File: src/rtl/lc3_writeback.sv
// rtl/lc3_writeback.sv - LC3 writeback stage: register file, PSR codes, result commit
//
// Purpose: selects the stage result (ALU, memory or PC path), commits it into
// the 8 x 16-bit general-purpose register file and updates the {N,Z,P}
// condition codes. Source operands are read combinationally from the
// registered array, so there is no write-through bypass.
//
// Ports:
//   clk              rising-edge clock
//   rst              asynchronous active-low reset
//   enable_writeback commit enable, sampled at rising clk
//   W_Control        result select: 0 aluout, 1 memout, 2 pcout, 3 reserved
//   aluout/memout/pcout  candidate results
//   dr, sr1, sr2     destination / source register indices
//   VSR1, VSR2       R[sr1], R[sr2]
//   psr              condition codes {N,Z,P}
//   wb_illegal       sticky: a commit was attempted with W_Control = 3
module lc3_writeback #(
  parameter int DATA_W = 16,
  parameter int NREGS  = 8
) (
  input  logic              clk,
  input  logic              rst,
  input  logic              enable_writeback,
  input  logic [1:0]        W_Control,
  input  logic [DATA_W-1:0] aluout,
  input  logic [DATA_W-1:0] memout,
  input  logic [DATA_W-1:0] pcout,
  input  logic [2:0]        dr,
  input  logic [2:0]        sr1,
  input  logic [2:0]        sr2,
  output logic [DATA_W-1:0] VSR1,
  output logic [DATA_W-1:0] VSR2,
  output logic [2:0]        psr,
  output logic              wb_illegal
);

  localparam logic [1:0] SEL_ALU = 2'd0;
  localparam logic [1:0] SEL_MEM = 2'd1;
  localparam logic [1:0] SEL_PC  = 2'd2;
  localparam logic [1:0] SEL_RSV = 2'd3;

  logic [DATA_W-1:0] regs_q [NREGS];
  logic [2:0]        psr_q;
  logic [2:0]        psr_d;
  logic              illegal_q;
  logic              illegal_d;
  logic [DATA_W-1:0] dr_in;
  logic              commit;

  // Result mux; the reserved select yields zero but is never committed.
  always_comb begin
    dr_in = '0;
    unique case (W_Control)
      SEL_ALU: dr_in = aluout;
      SEL_MEM: dr_in = memout;
      SEL_PC:  dr_in = pcout;
      default: dr_in = '0;
    endcase
  end

  assign commit = enable_writeback && (W_Control != SEL_RSV);

  // Condition codes derived from the committed value; held otherwise.
  always_comb begin
    psr_d = psr_q;
    if (commit) begin
      if (dr_in[DATA_W-1])     psr_d = 3'b100;
      else if (dr_in == '0)    psr_d = 3'b010;
      else                     psr_d = 3'b001;
    end
  end

  // Sticky until reset: once an illegal select is seen it never clears.
  always_comb begin
    illegal_d = illegal_q;
    if (enable_writeback && (W_Control == SEL_RSV)) illegal_d = 1'b1;
  end

  always_ff @(posedge clk or negedge rst) begin
    if (!rst) begin
      for (int i = 0; i < NREGS; i++) regs_q[i] <= '0;
      psr_q     <= 3'b000;
      illegal_q <= 1'b0;
    end else begin
      if (commit) regs_q[dr] <= dr_in;
      psr_q     <= psr_d;
      illegal_q <= illegal_d;
    end
  end

  // Reads see the array as of the last edge: a same-cycle write to sr1/sr2
  // is not forwarded.
  assign VSR1       = regs_q[sr1];
  assign VSR2       = regs_q[sr2];
  assign psr        = psr_q;
  assign wb_illegal = illegal_q;

endmodule

File: config.mk
export PLATFORM = sky130hd
export DESIGN_NAME = lc3_writeback
export DESIGN_NICKNAME = d
export VERILOG_FILES = /design/src/rtl/lc3_writeback.sv
export SDC_FILE = /design/constraint.sdc
export NUM_CORES = 1
export LEC_CHECK = 0
export CORE_AREA = 2 2 117 119
export DETAILED_ROUTE_END_ITERATION = 12
export DIE_AREA = 0 0 119 121
export PLACE_DENSITY = 0.89
export SYNTH_ARGS = -nofsm -noshare
export SYNTH_HDL_FRONTEND = slang
export SYNTH_SLANG_ARGS = --single-unit
File: constraint.sdc
create_clock -name clk -period 3 [get_ports clk]
set_clock_uncertainty 0.05 [all_clocks]
set_input_delay 0.75 -clock clk [delete_from_list [all_inputs] [get_ports clk]]
set_output_delay 0.75 -clock clk [all_outputs]
set_load 0.02 [all_outputs]
==> Flow_metrics.wiki <==
{| class="wikitable"
! Metric !! Value
|-
| Outcome || complete, no violations
|-
| Crit path kind || primary input to output pin
|-
| Arrival time at the worst endpoint || 2190 ps
|-
| TritonCTS clock tree || built
|-
| Area fraction in compound gates after synthesis || 0.134
|-
| Post-synthesis share of cell area spent on and, or, nand and nor gates || 0.0884
|-
| Cell breakdown of the critical path || clkdlybuf4s15_2 > buf_12 > mux4_2 > mux2_2 > clkdlybuf4s15_1
|-
| Main combinational cell family by area after synthesis || multiplexers
|-
| Peak supply drop || 0.393 mV
|-
| Worst-case headroom to the max-slew limit || 0.531
|-
| Least-Margin Pin Slew || 702 ps
|-
| Placement Rows || 42
|-
| Data required, critical path || 2200 ps
|-
| Worst Slack Setup Final || 7.94 ps
|-
| Share of the cycle needed by the critical path after routing || 0.997
|-
| Layout cell share with drive strength beyond 1 || 0.305
|-
| YS warnings || 0
|-
| Wire length of the first global-routing pass || 35.6 mm
|-
| Worst-path fanout max || 16
|-
| Power dissipated by switching net loads || 2.12 mW
|-
| Total die area || 14400 um^2
|-
| Height of the die || 121 um
|-
| End-of-flow core utilization || 0.716
|-
| Via count of the first global-routing pass || 6413
|-
| Class of the most critical hold timing path || primary input to async pin
|-
| Global-route congestion overflow total || 0
|-
| Synth top area share || 0.466
|-
| Highest clock frequency the design can meet || 334 MHz
|-
| Maximum capacitance violations || 0
|-
| PortBufs || 97
|-
| Chip width || 119 um
|-
| Final Max Slew Viols || 0
|-
| Total inserted antenna cells || 0
|-
| First-pass detailed-route iteration total || 5
|-
| Placement-stage worst setup slack || -488 ps
|-
| Via Count || 6260
|-
| CORE AREA || 13100 um^2
|-
| Kind of start point of the critical path || primary input
|-
| Wire length per cell after detailed routing || 26.1 um
|-
| DRC || 0
|-
| Number of top-level pins || 98
|-
| Share of synthesized area spent on multiplexers || 0.277
|-
| Number of buffers inserted for hold repair after clock tree synthesis || 0
|-
| Clock net sink count || 132
|-
| Sequential element share of the synthesized area || 0.466
|-
| Final nets || 770
|-
| Worst path max stage delay || 320 ps
|-
| Area growth, synth to finish || 32.2%
|-
| Buffers from clock root to sink, at most || 2
|-
| Cell chosen for the clock root || sky130_fd_sc_hd__clkbuf_16
|-
| Internal cell power || 4.56 mW
|-
| Antenna-violating nets left || 0
|-
| Post-route design area || 9380 um^2
|-
| Cell type group with the largest total delay on the critical path || buffers and inverters
|-
| Syn_nets || 656
|-
| Total power after layout || 6.68 mW
|-
| Biggest area contributors in the synthesized netlist || sky130_fd_sc_hd__dfrtp_1 (47%), sky130_fd_sc_hd__mux4_2 (20%), sky130_fd_sc_hd__mux2_2 (5.1%)
|-
| Gate count after technology mapping || 594
|-
| H-tree levels || 4
|-
| Total power per unit cell area || 712 nW/um^2
|-
| Relative contribution of combinational cells to total power || 0.278
|-
| Register share of total power || 0.383
|-
| Area after DPL || 8590 um^2
|-
| HPWL reported at the end of detailed placement || 12.6 mm
|-
| Cell with the largest stage delay on the worst path || sky130_fd_sc_hd__mux4_2
|-
| Initial core utilization || 0.542
|-
| Detailed-route wire length || 23.4 mm
|-
| Final RePlAce weighted congestion || 0.797
|-
| Net Sw Frac || 0.318
|-
| Fill cell total of the finished layout || 748
|-
| Period minus WS final || 2990 ps
|-
| Largest net degree at the start of global routing || 53
|-
| Initial antenna violation count || 0
|-
| Final Hold Slack || 287 ps
|-
| Clock power frac || 0.339
|-
| Area of the mapped netlist || 7090 um^2
|-
| Type of destination of the critical path || output pin
|-
| Detailed router's first-iteration violation count || 868
|-
| Fraction of synthesized cell area in xor and xnor cells || 0
|-
| Netlist cell types || 28
|-
| Avg Synthesized Cell Area || 11.9 um^2
|-
| Unrepaired setup endpoints after global routing || no
|-
| CTS clk-pin slew, worst paths || 70 ps
|-
| Synth area leader || sky130_fd_sc_hd__dfrtp_1
|-
| Post-synthesis sequential element count || 132
|-
| Final hold violation count || 0
|-
| Total global routing track utilization || 0.332
|-
| Vias per std cell || 6.98
|-
| Arithmetic-cell share of the synthesized area counting full adders, half adders and majority gates || 0
|-
| WP buf/inv || 3
|-
| TritonCTS buffer count || 17
|-
| Clock latency reported for the late side of the worst-skew pair || 430 ps
|-
| Leak Pwr || 3.93 nW
|-
| Final-report setup violation count || 0
|}
-- routing by layer --
layer,track usage,up-vias,share of wire
li1,-,2436,-
met1,0.380,3037,0.33
met2,0.541,605,0.49
met3,0.0949,182,0.11
met4,0.234,0,0.071
met5,0,-,0
-- synthesized netlist by cell type, drive strengths merged --
| cell | count |
|---|---|
| clkbuf | 33 |
| mux4 | 64 |
| or4 | 1 |
| a21oi | 64 |
| nor4b | 2 |
| nand2 | 69 |
| nand4 | 5 |
| nor3 | 1 |
| nand3 | 1 |
| nor2 | 67 |
| mux2 | 32 |
| nor2b | 1 |
| mux2i | 16 |
| dfrtp | 132 |
| nor4 | 1 |
| a22o | 1 |
| a2bb2oi | 16 |
| and2 | 2 |
| o21ai | 65 |
| a31o | 1 |
| buf | 18 |
| nand4b | 2 |
-- logic make-up after synthesis --
family	Yosys count
AO/OA/AOI/OAI	147
buffers and inverters	51
flip-flops	132
multiplexers	112
AND/OR/NAND/NOR	152
-- state kept, by name, summed over array words and instances, names as in the netlist --
| register | flops |
|---|---|
| regs_q | 128 |
| psr | 3 |
| wb_illegal | 1 |
-- power by group through the flow --
| stage | clock network (mW) | logic, mW | registers [mW] |
|---|---|---|---|
| floorplan | 0 | 1.16 | 2.39 |
| global placement | 0 | 1.72 | 2.44 |
| global route | 2.34 | 1.97 | 2.56 |
| finish | 2.26 | 1.86 | 2.56 |
| CTS | 2.23 | 1.80 | 2.49 |
| detailed placement | 0 | 1.80 | 2.49 |
-- through the flow --
stage | cells | TNS, ps
final | 897 | 0
after global routing | 897 | 0
after CTS | 895 | -148
after detailed placement | 859 | -14800
after global placement | 859 | -13960
after floorplan | 594 | 0
-- worst reg2reg max path, stage by stage, from the launching register on --
cell and delay (ps):
sky130_fd_sc_hd__dfrtp_1 430, sky130_fd_sc_hd__nor2_1 80, sky130_fd_sc_hd__a21oi_1 280
-- cells in the final DEF, fill, tap and decap left out, drive strengths merged, types with 4 or more instances in the layout --
cell type	n
a21oi	64
a2bb2oi	16
buf	59
bufinv	4
clkbuf	21
clkdlybuf4s15	13
clkdlybuf4s50	60
clkinv	7
dfrtp	132
dlygate4sd2	10
mux2	32
mux2i	16
mux4	64
nand2	69
nand4	5
nor2	67
o21ai	65
-- layout make-up --
class / count / area (um^2) / area share
tap: 176 / 220 / 0.0235
clock inverter: 13 / 181 / 0.0194
clock buffer: 19 / 453 / 0.0483
timing repair buffer: 146 / 1650 / 0.176
sequential: 132 / 3300 / 0.352
multi-input combinational: 411 / 3570 / 0.381
-- path summary, 6_finish.rpt --
check,from,to,slack (ps),cells after the start
setup / recovery,sr1[1],VSR1[5],8,5
min in group clk,wb_illegal,wb_illegal,430,1
setup reg to reg,regs_q[117],regs_q[117],2040,2
hold reg to reg,wb_illegal,wb_illegal,430,1
max in group asynchronous,rst,regs_q[105],1730,2
hold / removal,rst,regs_q[117],290,1
-- what timing repair did --
action | 4_1_cts | 5_1_grt
resized for setup | 93 | 9
gates cloned | 4 | 2
pin swaps | 0 | 0
setup buffers | 0 | 0
setup endpoints to repair | 32 | 23
Note: power is estimated with default switching activity, not from simulation.
